**config.mk**
```make
export PLATFORM = sky130hd
export DESIGN_NAME = fetch_unit
export DESIGN_NICKNAME = d
export VERILOG_FILES = /design/src/rtl/riscv_pkg.sv /design/src/rtl/fetch_fifo.sv /design/src/rtl/fetch_unit.sv
export SDC_FILE = /design/constraint.sdc
export NUM_CORES = 1
export LEC_CHECK = 0
export CAP_MARGIN = 15
export CORE_ASPECT_RATIO = 0.7
export CORE_MARGIN = 2
export CORE_UTILIZATION = 56
export CTS_CLUSTER_SIZE = 14
export DETAILED_ROUTE_END_ITERATION = 8
export PLACE_DENSITY = 0.95
export RECOVER_POWER = 25
export SLEW_MARGIN = 30
export SYNTH_ARGS = -nofsm -noshare
export SYNTH_HDL_FRONTEND = slang
export SYNTH_HIERARCHICAL = 1
export SYNTH_SLANG_ARGS = --single-unit
```
**constraint.sdc**
```tcl
create_clock -name clk -period 13.7 [get_ports clk]
set_clock_uncertainty 0.05 [all_clocks]
set_input_delay 3.425 -clock clk [delete_from_list [all_inputs] [get_ports clk]]
set_output_delay 3.425 -clock clk [all_outputs]
set_load 0.01 [all_outputs]
```
**src/rtl/riscv_pkg.sv**
```systemverilog
// rtl/riscv_pkg.sv - shared fetch front-end types and constants
package riscv_pkg;
  localparam int XLEN = 32;
  localparam logic [31:0] NOP_INSTR = 32'h0000_0013;

  typedef enum logic [1:0] {S_BOOT, S_RUN, S_DRAIN} fetch_state_t;

  typedef struct packed {
    logic [XLEN-1:0] pc;
    logic [31:0]     instr;
  } fetch_entry_t;
endpackage

```
**src/rtl/fetch_fifo.sv**
```systemverilog
// rtl/fetch_fifo.sv - small fetch buffer of {pc, instr} entries with flush
module fetch_fifo
  import riscv_pkg::*;
#(
  parameter int DEPTH = 2
) (
  input  logic                   clk_i,
  input  logic                   rst_ni,
  input  logic                   flush_i,
  input  logic                   push_i,
  input  fetch_entry_t           entry_i,
  input  logic                   pop_i,
  output fetch_entry_t           head_o,
  output logic [$clog2(DEPTH):0] count_o,
  output logic                   full_o,
  output logic                   empty_o
);
  localparam int AW = $clog2(DEPTH);
  localparam int CW = AW + 1;

  fetch_entry_t  mem_q [DEPTH];
  logic [AW-1:0] wr_q, wr_d, rd_q, rd_d;
  logic [CW-1:0] cnt_q, cnt_d;
  logic          do_push, do_pop;

  assign empty_o = (cnt_q == '0);
  assign full_o  = (cnt_q == CW'(DEPTH));
  assign do_pop  = pop_i && !empty_o;
  // A push into a full buffer is accepted when the head leaves on the same edge.
  assign do_push = push_i && (!full_o || do_pop);
  assign head_o  = mem_q[rd_q];
  assign count_o = cnt_q;

  always_comb begin
    wr_d  = wr_q;
    rd_d  = rd_q;
    cnt_d = cnt_q;
    if (flush_i) begin
      wr_d  = '0;
      rd_d  = '0;
      cnt_d = '0;
    end else begin
      if (do_push) wr_d = wr_q + AW'(1);
      if (do_pop)  rd_d = rd_q + AW'(1);
      cnt_d = cnt_q + CW'(do_push) - CW'(do_pop);
    end
  end

  always_ff @(posedge clk_i or negedge rst_ni) begin
    if (!rst_ni) begin
      wr_q  <= '0;
      rd_q  <= '0;
      cnt_q <= '0;
    end else begin
      wr_q  <= wr_d;
      rd_q  <= rd_d;
      cnt_q <= cnt_d;
    end
  end

  always_ff @(posedge clk_i) begin
    if (do_push && !flush_i) mem_q[wr_q] <= entry_i;
  end
endmodule

```
**src/rtl/fetch_unit.sv**
```systemverilog
// rtl/fetch_unit.sv - instruction fetch front end: PC gen, imem requests, fetch buffer, redirect
module fetch_unit
  import riscv_pkg::*;
#(
  parameter logic [XLEN-1:0] RESET_PC   = '0,
  parameter int              FIFO_DEPTH = 2
) (
  input  logic            clk,
  input  logic            rst,
  output logic            imem_req_valid,
  input  logic            imem_req_ready,
  output logic [XLEN-1:0] imem_req_addr,
  input  logic            imem_rsp_valid,
  input  logic [31:0]     imem_rsp_data,
  input  logic            redirect_valid,
  input  logic [XLEN-1:0] redirect_pc,
  input  logic            id_ready,
  output logic            if_valid,
  output logic [XLEN-1:0] if_pc,
  output logic [31:0]     if_instruction
);
  localparam int CW = $clog2(FIFO_DEPTH) + 1;
  localparam logic [CW:0] DEPTH_C = (CW+1)'(FIFO_DEPTH);

  fetch_state_t    state_q, state_d;
  logic [XLEN-1:0] pc_q, pc_d;
  logic [CW-1:0]   out_q, out_d, disc_q, disc_d;
  logic [CW-1:0]   fifo_count;
  logic [CW:0]     occupancy;
  logic            req_fire, rsp_fire, fifo_push, fifo_pop, fifo_full, fifo_empty;
  fetch_entry_t    push_entry, head;

  assign occupancy      = {1'b0, out_q} + {1'b0, fifo_count};
  assign imem_req_valid = (state_q == S_RUN) && !redirect_valid && (occupancy < DEPTH_C);
  assign imem_req_addr  = pc_q;
  assign req_fire       = imem_req_valid && imem_req_ready;
  assign rsp_fire       = imem_rsp_valid && (out_q != '0);
  assign out_d          = out_q + CW'(req_fire) - CW'(rsp_fire);

  // Oldest in-flight request sits out_q words behind the next fetch address.
  assign push_entry.pc    = pc_q - (XLEN'(out_q) << 2);
  assign push_entry.instr = imem_rsp_data;
  assign fifo_push        = rsp_fire && !redirect_valid && (disc_q == '0);
  assign fifo_pop         = if_valid && id_ready;

  assign if_valid       = !fifo_empty;
  assign if_pc          = if_valid ? head.pc : '0;
  assign if_instruction = if_valid ? head.instr : NOP_INSTR;

  always_comb begin
    state_d = state_q;
    pc_d    = pc_q;
    disc_d  = disc_q;
    if (redirect_valid) begin
      pc_d   = redirect_pc & ~XLEN'(3);
      disc_d = out_d;
    end else begin
      if (req_fire) pc_d = pc_q + XLEN'(4);
      if (rsp_fire && (disc_q != '0)) disc_d = disc_q - CW'(1);
    end
    case (state_q)
      S_BOOT:  state_d = S_RUN;
      default: state_d = (disc_d == '0) ? S_RUN : S_DRAIN;
    endcase
  end

  always_ff @(posedge clk or negedge rst) begin
    if (!rst) begin
      state_q <= S_BOOT;
      pc_q    <= RESET_PC;
      out_q   <= '0;
      disc_q  <= '0;
    end else begin
      state_q <= state_d;
      pc_q    <= pc_d;
      out_q   <= out_d;
      disc_q  <= disc_d;
    end
  end

  fetch_fifo #(.DEPTH(FIFO_DEPTH)) u_fifo (
    .clk_i   (clk),
    .rst_ni  (rst),
    .flush_i (redirect_valid),
    .push_i  (fifo_push),
    .entry_i (push_entry),
    .pop_i   (fifo_pop),
    .head_o  (head),
    .count_o (fifo_count),
    .full_o  (fifo_full),
    .empty_o (fifo_empty)
  );

  a_no_stray_rsp: assert property (@(posedge clk) disable iff (!rst) imem_rsp_valid |-> (out_q != '0));
  a_no_overflow:  assert property (@(posedge clk) disable iff (!rst) !(fifo_push && fifo_full && !fifo_pop));
endmodule

```
; ---- Word level (Yosys, flattened, before mapping)
; Memory sizes are Yosys's and may differ from the RTL's.
; Index checks and enable logic that the tools add are counted.
[classes]
shifts = 0
addsub = 10
n_lt_le_gt_ge = 1
mul = 0
n_bitwise = 0
div_mod_pow = 0
mux = 15
eq_ne = 2
n_reduce_logical = 24
[op_table]
columns = cell, count
row1 = $mux W32, 4
row2 = $add A32 B3 Y32 const B, 1
row3 = $sub A32 B4 Y32, 1
row4 = $logic_and A1 B1 Y1, 11
row5 = $mux W2, 5
row6 = $reduce_bool A2 Y1, 5
row7 = $logic_not A2 Y1, 4
row8 = $mux W1, 6
row9 = $add A2 B1 Y2, 2
row10 = $sub A2 B1 Y2, 2
row11 = $add A2 B2 Y3, 1
row12 = $logic_not A1 Y1, 3
row13 = $lt A3 B2 Y1 const B, 1
row14 = $add A1 B1 Y1 const B, 2
row15 = $eq A2 B1 Y1 const B, 1
row16 = $eq A2 B2 Y1 const B, 1
row17 = $sub A2 B1 Y2 const B, 1
row18 = $logic_or A1 B1 Y1, 1
[totals]
n_memories = 1
rom_bits = 0
latch_bits = 0
regBits = 42
ramBits = 128
in_bits = 70
[mem_list]
columns = memory, words, width, rd, rd_ports_with_merged_regs, write_ports, line
row1 = u_fifo.mem_q, 2, 64, 1, 0, 1, fetch_fifo.sv:21  ; fetch_entry_t mem_q [DEPTH];

; ---- Depth between registers and ports, before layout
; Gate-level depths: netlist of run 1.
[logic_depth]
word_depth = 10
ltp_mapped = 14
depth_no_buf = 13

; ---- By module
; The synthesis of run 1 kept the hierarchy.
[by_module_without_submodules]
columns = module, seq_area_each_um2, cells_each, area_per_inst_um2, instances
row1 = fetch_fifo, 3943.8, 228, 4883.4, 1
row2 = fetch_unit, 900.9, 415, 3221.8, 1

; ---- Worst setup path after synthesis of run 1
; Ideal clock, no wire load.
[synth_path]
path_type = input -> register
from = in redirect_valid
to = mem u_fifo/mem_q[1][0] (netlist bit), enable pin
path_stages = 5
slack_ps = 4320
t_arrival_ps = 8752
required_time_ps = 13072
path_cell_list = buf_6 -> inv_1 -> and3_1 -> o21ai_2 -> nor3b_1
[synth_between]
elab_chain_cells = 7
[synth_lines]
columns = element, line
row1 = "start, declared", fetch_unit.sv:15  ; input logic redirect_valid,
row2 = $logic_not A1 Y1, fetch_unit.sv:43  ; assign fifo_push = rsp_fire && !redirect_valid && (disc_q == '0);
row3 = $logic_and A1 B1 Y1 (2 in a row), fetch_unit.sv:43
row4 = named net fifo_push, fetch_unit.sv:30  ; logic req_fire, rsp_fire, fifo_push, fifo_pop, fifo_full, fifo_empty;
row5 = $logic_and A1 B1 Y1, fetch_fifo.sv:30  ; assign do_push = push_i && (!full_o || do_pop);
row6 = $logic_and A1 B1 Y1, fetch_fifo.sv:62  ; if (do_push && !flush_i) mem_q[wr_q] <= entry_i;
row7 = $mux W1, fetch_fifo.sv:62
row8 = $mux W1 (implied by the code), fetch_fifo.sv:62
row9 = "end, declared", fetch_fifo.sv:21
; The timed path passes the listed nets, and every way through them passes these cells.

; ---- Worst setup path in the final report of run 1
[layout_path]
from = in redirect_valid
to = out imem_req_valid
[layout_between]
elab_chain_cells = 3
[layout_lines]
columns = element, line
row1 = $logic_not A1 Y1, fetch_unit.sv:34  ; assign imem_req_valid = (state_q == S_RUN) && !redirect_valid && (occupancy < DEPTH_C);
row2 = $logic_and A1 B1 Y1 (2 in a row), fetch_unit.sv:34
row3 = "end, declared", fetch_unit.sv:10  ; output logic imem_req_valid,
; Every way passes these cells.

==> results of run 1 <==
-- registers in the layout, summed over array words and instances, names as in the netlist --
register	flops
u_fifo/wr_q	1
u_fifo/count_o	2
u_fifo/mem_q	128
u_fifo/rd_q	1
state_q	2
disc_q	2
out_q	2
imem_req_addr	30
-- critical path, stage by stage --
cell             delay (ps)
buf_2                   240
buf_16                  240
or4b_4                  560
nor2_1                  110
clkdlybuf4s50_1         540
-- layout make-up --
cell class                 count  area [sq um]  area share (%)
clock inverter                14           196            1.88
timing repair buffer         168          1680            16.0
inverter                      15          56.3           0.538
multi-input combinational    423          3030            28.9
tap                          190           238            2.27
sequential                   168          4850            46.3
clock buffer                  18           429            4.10
-- power groups by stage --
| stage | clock [mW] | combinational, mW | sequential [mW] |
|---|---|---|---|
| after floorplan | 0 | 0.122 | 0.633 |
| after global placement | 0 | 0.191 | 0.643 |
| after detailed placement | 0 | 0.203 | 0.647 |
| after CTS | 0.513 | 0.206 | 0.637 |
| after global routing | 0.534 | 0.226 | 0.643 |
| final | 0.507 | 0.208 | 0.639 |
-- per-layer routing --
layer | wire [microns] | track usage [%] | vias to the layer above
li1 | - | - | 2640
met1 | 8160 | 33.8 | 2877
met2 | 9520 | 41.8 | 298
met3 | 1490 | 5.50 | 35
met4 | 352 | 9.48 | 0
met5 | 0 | 0 | -
-- through the flow --
step / util, % / hold WS, ps / cell area, sq um / std cells
floorplan: - / 413 / 8120 / 647
global placement: 70.1 / 440 / 9820 / 963
detailed placement: 70.2 / 477 / 9830 / 963
CTS: 74.6 / 483 / 10500 / 995
global route: 74.8 / 513 / 10500 / 996
finish: 74.8 / 496 / 10500 / 996
-- worst max path at each step --
stage                               endpoint  slack, ps  depth (start not counted)
after detailed placement      imem_req_valid       5070                          4
after floorplan           u_fifo/mem_q[1][0]       4320                          5
after CTS                     imem_req_valid       5070                          4
final                         imem_req_valid       5110                          5
after global placement        imem_req_valid       5090                          4
after global routing          imem_req_valid       5070                          5
==> metrics.txt, run 1 <==
fin crit period=about 8600 ps; 1st-iter DRT viols=631; Final Slew Violations=41; Slew headroom=-52.0%; Static Leak=3.72 nW; hold-critical path depth=1; Worst setup EP type=output port; die area=approximately 15000 sq um; post-DR wirelength/cell=19.6 microns; Die H=approximately 100 microns; FILL cells=918; DR pass1 iterations=5; slew at the pin closest to its max-slew limit=2280 ps; CP startpoint=redirect_valid; GRT Overall Usage=25.6%; CP startpoint kind=primary input; Sw Share=25.9%; Place WS=5070 ps; Clock Latency Late Sink=420 ps; Via-to-Cell Ratio=5.87; detailed-route via count=~6000; Initial Util=approximately 58%; crit-path max FO=35; CP arrival=5120 ps; hpwl dp=between 10000 and 15000 microns; final setup violation count=0; P_int=between 1 and 1.5 mW; Setup TNS Final=0 ps; status=finished with violations; worst setup margin=5110 ps; first-pass GRT wire length=30600 microns; Netlist Area Pre-Place=around 8100 sq um; Hold Path Class=flip-flop to flip-flop; final hold violation count=0; CTS Sinks=168; CP Data Required Time=10220 ps; initial antenna violation count=0; clock buffer depth=2; Post-route DRC=0; layout cell share with drive strength beyond 1=8.68%; Max VDD drop=0.104 mV; hold endpoint=state_q[0]; max cap viols=1; fmax=between 0.1 and 0.15 GHz; ant diodes=0; overall power=1.35 mW; die width=148 microns; reg-to-reg startpoint=u_fifo/count_o[0]; Synth Instances=642; hold_sp=state_q[0]; H-tree Lvls=4; Clock transition at path regs=approximately 60 ps; worst setup path class=primary input to output port; CTS resizes=0; I/O Pins=168; synth-to-layout area growth=29.3%; CTS tree=yes; core outline area=between 10000 and 15000 sq um; Reg-to-Reg End=state_q[0]; largest net degree at the start of global routing=61; RD Place Congestion=0.930; R2R depth=13; Comb pwr share=15.3%; Final ANT Viol Nets=0; Overflow after GRT=0; PD cells=129 nW/um^2; PortBufs=about 160; sequential share of power=47.2%; period utilization=62.7%; failing checks=max-capacitance violations, max-slew violations; row count=36; clock network fraction of design power=37.5%; Hold-fix buffers, CTS=0; commonest non-fill, non-tap cell in the layout=clkdlybuf4s50_1; CTS Root Buffer Type=clkbuf_16; Mapped Avg Cell Area=between 10 and 15 sq um; DRT Wirelength=19500 microns; number of global-route vias before repair=5869; CTS Buf Count=17; Reg2Reg Setup Slack=9300 ps; RSZ-0062 raised after global routing=false; commonest cells after routing, fill and taps aside=clkdlybuf4s50_1, edfxtp_1, nor2b_1; net switching power=351 uW; # Post-CTS Setup Buffers=0; Yosys warnings=6; Nets=872
Power figures use the tool's default switching activity.
==> run 2, diff against run 1 <==
- CORE_UTILIZATION: 56 -> 47
- PLACE_DENSITY: 0.95 -> 0.88
- clock period: 13.7 -> 7.55 ns (I/O delays scaled with it)
==> run 2 against run 1 <==
Net effect: count of clock-buffer cells in the layout is 1 lower; final cell count is 4.2% higher; core utilization is 13 points lower; the run still ends with max-capacitance violations, max-slew violations left; critical path depth is 1 lower; sequential power is 80% higher; largest power group unchanged; wire length is 1.3% lower; clock power is 55% higher; critical endpoint unchanged; largest cell class unchanged; critical path type unchanged; via count is 1.5% lower; design area is 0.41% lower; die area is 18% higher.
==> metrics.txt, run 2 (synthesized netlist as in run 1, its figures left out) <==
PD cells=222 nW/um^2 (+72%); die area=18300 sq um (+18%); net switching power=636 uW (+81%); Slew headroom=-54.5% (-2.5 points); worst setup path class=primary input to output port; failing checks=max-capacitance violations, max-slew violations; max reg flops=128 (unchanged); Reg2Reg Setup Slack=3610 ps (-5690 ps); RD Place Congestion=0.820 (-12%); detailed-route via count=5761 (-1.5%); core outline area=17000 sq um (+21%); layout cell share with drive strength beyond 1=8.92% (+0.24 points); initial antenna violation count=0 (unchanged); Nets=873 (+0.11%); hold_sp=state_q[0]; Place WS=2370 ps (-2700 ps); CTS tree=yes; Clock transition at path regs=60 ps (about the same); Die H=114 microns (+8.8%); commonest non-fill, non-tap cell in the layout=clkdlybuf4s50_1; 1st-iter DRT viols=541 (-14%); Final ANT Viol Nets=0 (unchanged); CP startpoint kind=primary input; Critical-path top delay cell=clkdlybuf4s50_1; Comb pwr share=16.1% (+0.8 points); row count=40 (+11%); slew at the pin closest to its max-slew limit=2320 ps (+37.8 ps); hpwl dp=12700 microns (-2.9%); reg-to-reg startpoint=u_fifo/count_o[0]; fmax=0.193 GHz; Initial Util=47.6% (-10 points); CTS Sinks=168 (unchanged); die width=161 microns (+8.9%); Final Slew Violations=41 (unchanged); buffers plus inverters on the worst setup path=2 (-1); max cap viols=1 (unchanged); PortBufs=163 (unchanged); CP arrival=3230 ps (-1890 ps); CTS resizes=0 (unchanged); GRT Overall Usage=21.8% (-3.7 points); first-pass GRT wire length=30600 microns (-0.20%); slowest cell delay on critical path=550 ps (about the same); Reg-to-Reg End=state_q[0]; Via-to-Cell Ratio=5.55 (-5.5%); Max VDD drop=0.143 mV (+38%); period utilization=between 60% and 70%; clock network fraction of design power=34.0% (-3.5 points); status=finished with violations; Static Leak=3.68 nW (-1.1%); R2R depth=14 (+1); commonest cells after routing, fill and taps aside=clkdlybuf4s50_1, edfxtp_1, nor2b_1; sequential share of power=49.9% (+2.7 points); RSZ-0062 raised after global routing=false; synth-to-layout area growth=28.8%; P_int=1.68 mW (+67%); post-DR wirelength/cell=18.6 microns (-5.3%); ant diodes=0 (unchanged); I/O Pins=168 (unchanged); Post-route DRC=0 (unchanged); Most flops, register=u_fifo/mem_q; crit-path max FO=4 (-89%); hold endpoint=state_q[0]; largest net degree at the start of global routing=62 (+1.6%); worst-path cell chain=buf_2 -> or4b_4 -> nor2_1 -> clkdlybuf4s50_1; Clock Latency Late Sink=430 ps (about the same); Sw Share=27.5% (+1.5 points); fin crit period=5170 ps; final setup violation count=0 (unchanged); Setup TNS Final=0 ps (unchanged); clock buffer depth=2 (unchanged); # Post-CTS Setup Buffers=0 (unchanged); DRT Wirelength=19300 microns (-1.3%); CP top delay family=buffers and inverters; CP Data Required Time=5610 ps (-4610 ps); H-tree Lvls=4 (unchanged); Overflow after GRT=0 (unchanged); worst setup margin=2380 ps (-2730 ps); CTS Root Buffer Type=clkbuf_16; Hold Path Class=flip-flop to flip-flop; Hold-fix buffers, CTS=0 (unchanged); overall power=2.31 mW (+71%); final hold violation count=0 (unchanged); CTS Buf Count=17 (unchanged); number of global-route vias before repair=5737 (-2.2%); DR pass1 iterations=6 (+1); Worst setup EP type=output port; hold-critical path depth=1 (unchanged)
## run 2: per-layer routing
layer	up-vias	GRT usage, %	part of all wire, %
met5	-	0	0
met1	2825	29.6	44
li1	2644	-	-
met4	0	8.10	2.2
met2	259	33.3	46
met3	33	6.87	7.7
## run 2: worst register-to-register path, stage by stage, from the launching register on
cell     delay (ps)
dfrtp_1         480
and2_1          220
fa_1            460
or4b_4          530
nor2_1          100
buf_4           220
inv_1           370
ha_1            430
inv_1            40
ha_1            180
xnor2_1         170
xnor2_1         170
nand2_1          80
o21ai_0         170
o22ai_1         120
## run 2: how the worst max path moves through the flow
stage	from	to	cells past startpoint	slack (ps)
2_1_floorplan	redirect_valid	u_fifo/mem_q[0][0]	5	60
3_3_place_gp	redirect_valid	imem_req_valid	4	2370
3_5_place_dp	redirect_valid	imem_req_valid	4	2370
4_1_cts	redirect_valid	imem_req_valid	4	2370
5_1_grt	redirect_valid	imem_req_valid	4	2350
6_report	redirect_valid	imem_req_valid	4	2380
## run 2: area by class of cell
type | count | area (sq um)
timing repair buffer | 169 | 1670
clock inverter | 15 | 104
inverter | 15 | 56.3
fill | 1317 | 6580
multi-input combinational | 423 | 3050
clock buffer | 17 | 425
sequential | 168 | 4850
tap | 231 | 289
## run 2: through the flow
step,instances,utilization (%),cell area [sq um],hold WS (ps)
3_3_place_gp,1006,58.2,9900,437
3_5_place_dp,1006,58.2,9900,455
4_1_cts,1038,61.3,10400,470
2_1_floorplan,647,-,8130,413
6_report,1038,61.3,10400,471
5_1_grt,1038,61.3,10400,522
## run 2: power groups by stage
| stage | Sequential, mW | Clock (mW) | Combinational [mW] |
|---|---|---|---|
| after floorplan | 1.15 | 0 | 0.221 |
| after global placement | 1.17 | 0 | 0.355 |
| after detailed placement | 1.17 | 0 | 0.370 |
| after CTS | 1.15 | 0.804 | 0.376 |
| after global routing | 1.16 | 0.842 | 0.410 |
| final | 1.15 | 0.787 | 0.373 |
==> run 3, diff against run 2 <==
- CORE_UTILIZATION: 47 -> 52
- PLACE_DENSITY: 0.88 -> 0.92
- clock period: 7.55 -> 5.15 ns (I/O delays scaled with it)
==> run 3 against run 2 <==
Net effect: the run still ends with max-capacitance violations, max-slew violations left; worst hold slack worse by 4.0 ps; largest cell class unchanged; design area increased by 1.1%; critical path type is now flip-flop to output port; largest power group unchanged; sequential power is 47% higher; register-to-register slack got worse by 1800 ps.
==> metrics.txt, run 3 (synthesized netlist as in run 1, its figures left out) <==
CP arrival=2790 ps (-440 ps); layout cell share with drive strength beyond 1=9.72% (+0.80 points); final setup violation count=0 (unchanged); register area=4850 sq um (unchanged); max cap viols=1 (unchanged); DR pass1 iterations=5 (-1); multi-input logic area=3050 sq um (unchanged); Final ANT Viol Nets=0 (unchanged); Initial Util=52.8% (+5.1 points); die width=153 microns (-4.8%); uppermost layer routed=met4; Slew headroom=-52.1% (+2.4 points); PD cells=332 nW/um^2 (+50%); DRT Wirelength=19100 microns (-1.1%); fmax=0.242 GHz; Overflow after GRT=0 (unchanged); max reg flops=128 (unchanged); crit path to=imem_req_valid; FILL cells=1081 (-18%); metal3 WL=1570 microns (+6.4%); Hold-fix buffers, CTS=0 (unchanged); worst setup margin=1030 ps (-1350 ps); CTS Sinks=168 (unchanged); CP startpoint=u_fifo/count_o[0]; slew at the pin closest to its max-slew limit=2280 ps (-36.0 ps); CTS Root Buffer Type=clkbuf_16; final design utilization=68.7% (+7.4 points); Worst setup EP type=output port; CP startpoint kind=flip-flop; status=finished with violations; Max VDD drop=0.279 mV (+95%); Reg-to-Reg End=state_q[0]; Via-to-Cell Ratio=5.71 (+2.8%); Post-Route M1 WL=8350 microns (-1.3%); R2R depth=13 (-1); Clock Latency Late Sink=430 ps (about the same); WL met2=8700 microns (-2.2%); clock buffer depth=2 (unchanged); Setup TNS Final=0 ps (unchanged); number of global-route vias before repair=5537 (-3.5%); CTS Buf Count=17 (unchanged); worst setup path class=flip-flop to output port; fin crit period=4120 ps; crit-path max FO=8 (+4); RD Place Congestion=0.880 (+7.3%); first-pass GRT wire length=29700 microns (-2.8%); period utilization=80.1%; post-DR wirelength/cell=18.8 microns (+1.1%); Hold Path Class=flip-flop to flip-flop; largest net degree at the start of global routing=55 (-11%); GRT Overall Usage=23.2% (+1.4 points); synth-to-layout area growth=30.2%; commonest non-fill, non-tap cell in the layout=clkdlybuf4s50_1; detailed-route via count=5792 (+0.54%); Hold WS=467 ps (-4.04 ps); Clock transition at path regs=70 ps (about the same); row count=38 (-5.0%); CTS tree=yes; failing checks=max-capacitance violations, max-slew violations; Place WS=1240 ps (-1130 ps); H-tree Lvls=4 (unchanged); final hold violation count=0 (unchanged); Most flops, register=u_fifo/mem_q; I/O Pins=168 (unchanged); Final Slew Violations=41 (unchanged); Nets=879 (+0.69%); initial antenna violation count=1 (+1); Static Leak=3.77 nW (+2.4%); PortBufs=163 (unchanged); Post-route DRC=0 (unchanged); Reg2Reg Setup Slack=1820 ps (-1790 ps); commonest cells after routing, fill and taps aside=clkdlybuf4s50_1, edfxtp_1, nor2b_1; die area=16600 sq um (-9.3%); # Post-CTS Setup Buffers=0 (unchanged); hpwl dp=12900 microns (+1.1%); RSZ-0062 raised after global routing=false; reg-to-reg startpoint=u_fifo/count_o[0]; CP Data Required Time=3810 ps (-1800 ps); core outline area=15400 sq um (-9.8%); 1st-iter DRT viols=486 (-10%); Die H=108 microns (-4.8%); CTS resizes=0 (unchanged)
==> run 3: cell count changes in the layout (fill, tap and decap cells not counted), moves of 2 or more <==
| cell | change |
|---|---|
| diode_2 | +2 |
| clkdlybuf4s50_1 | -6 |
| inv_6 | +2 |
| clkinv_2 | -2 |
| inv_8 | +3 |
| clkinv_8 | +3 |
| dlygate4sd3_1 | +6 |
| clkinv_1 | -2 |
| clkinvlp_4 | -4 |
| buf_4 | +4 |
==> run 3: per-stage QoR <==
| step | power, mW | cell area (sq um) | std cells |
|---|---|---|---|
| 2_1_floorplan | 2.01 | 8130 | 647 |
| 3_3_place_gp | 2.21 | 9910 | 980 |
| 3_5_place_dp | 2.25 | 9910 | 980 |
| 4_1_cts | 3.52 | 10500 | 1012 |
| 5_1_grt | 3.64 | 10500 | 1013 |
| 6_report | 3.50 | 10600 | 1015 |
==> run 3: metal layers <==
metal  GRT usage (%)  vias up
li1                -     2680
met1            32.9     2761
met2            35.6      319
met3            4.93       32
met4            8.73        0
met5               0        -
==> run 3: worst max-delay path: stages (launching register included) <==
cell and delay, ps:
dfrtp_1 470, and2_1 210, fa_1 490, or4b_4 530
nor2_1 110, clkdlybuf4s50_1 540
==> run 3: worst min-delay path by stage <==
stage / startpoint / end / slack (ps) / depth (start not counted)
2_1_floorplan: state_q[0] / state_q[0] / 410 / 1
3_3_place_gp: state_q[0] / state_q[0] / 440 / 1
3_5_place_dp: state_q[0] / state_q[0] / 450 / 1
4_1_cts: state_q[0] / state_q[0] / 460 / 1
5_1_grt: state_q[0] / state_q[0] / 510 / 1
6_report: state_q[0] / state_q[0] / 470 / 1
==> run 3: cell type report <==
cell class / count / area share (%)
Tap cell: 200 / 2.37
Sequential cell: 168 / 45.9
Multi-Input combinational cell: 423 / 28.9
Clock buffer: 17 / 4.03
Inverter: 15 / 0.534
Timing Repair Buffer: 175 / 16.5
Antenna cell: 2 / 0.0474
Clock inverter: 15 / 1.68
==> run 3: power by group <==
part | internal, mW | switching [mW]
clock | 0.695 | 0.580
combinational | 0.264 | 0.271
sequential | 1.58 | 0.107
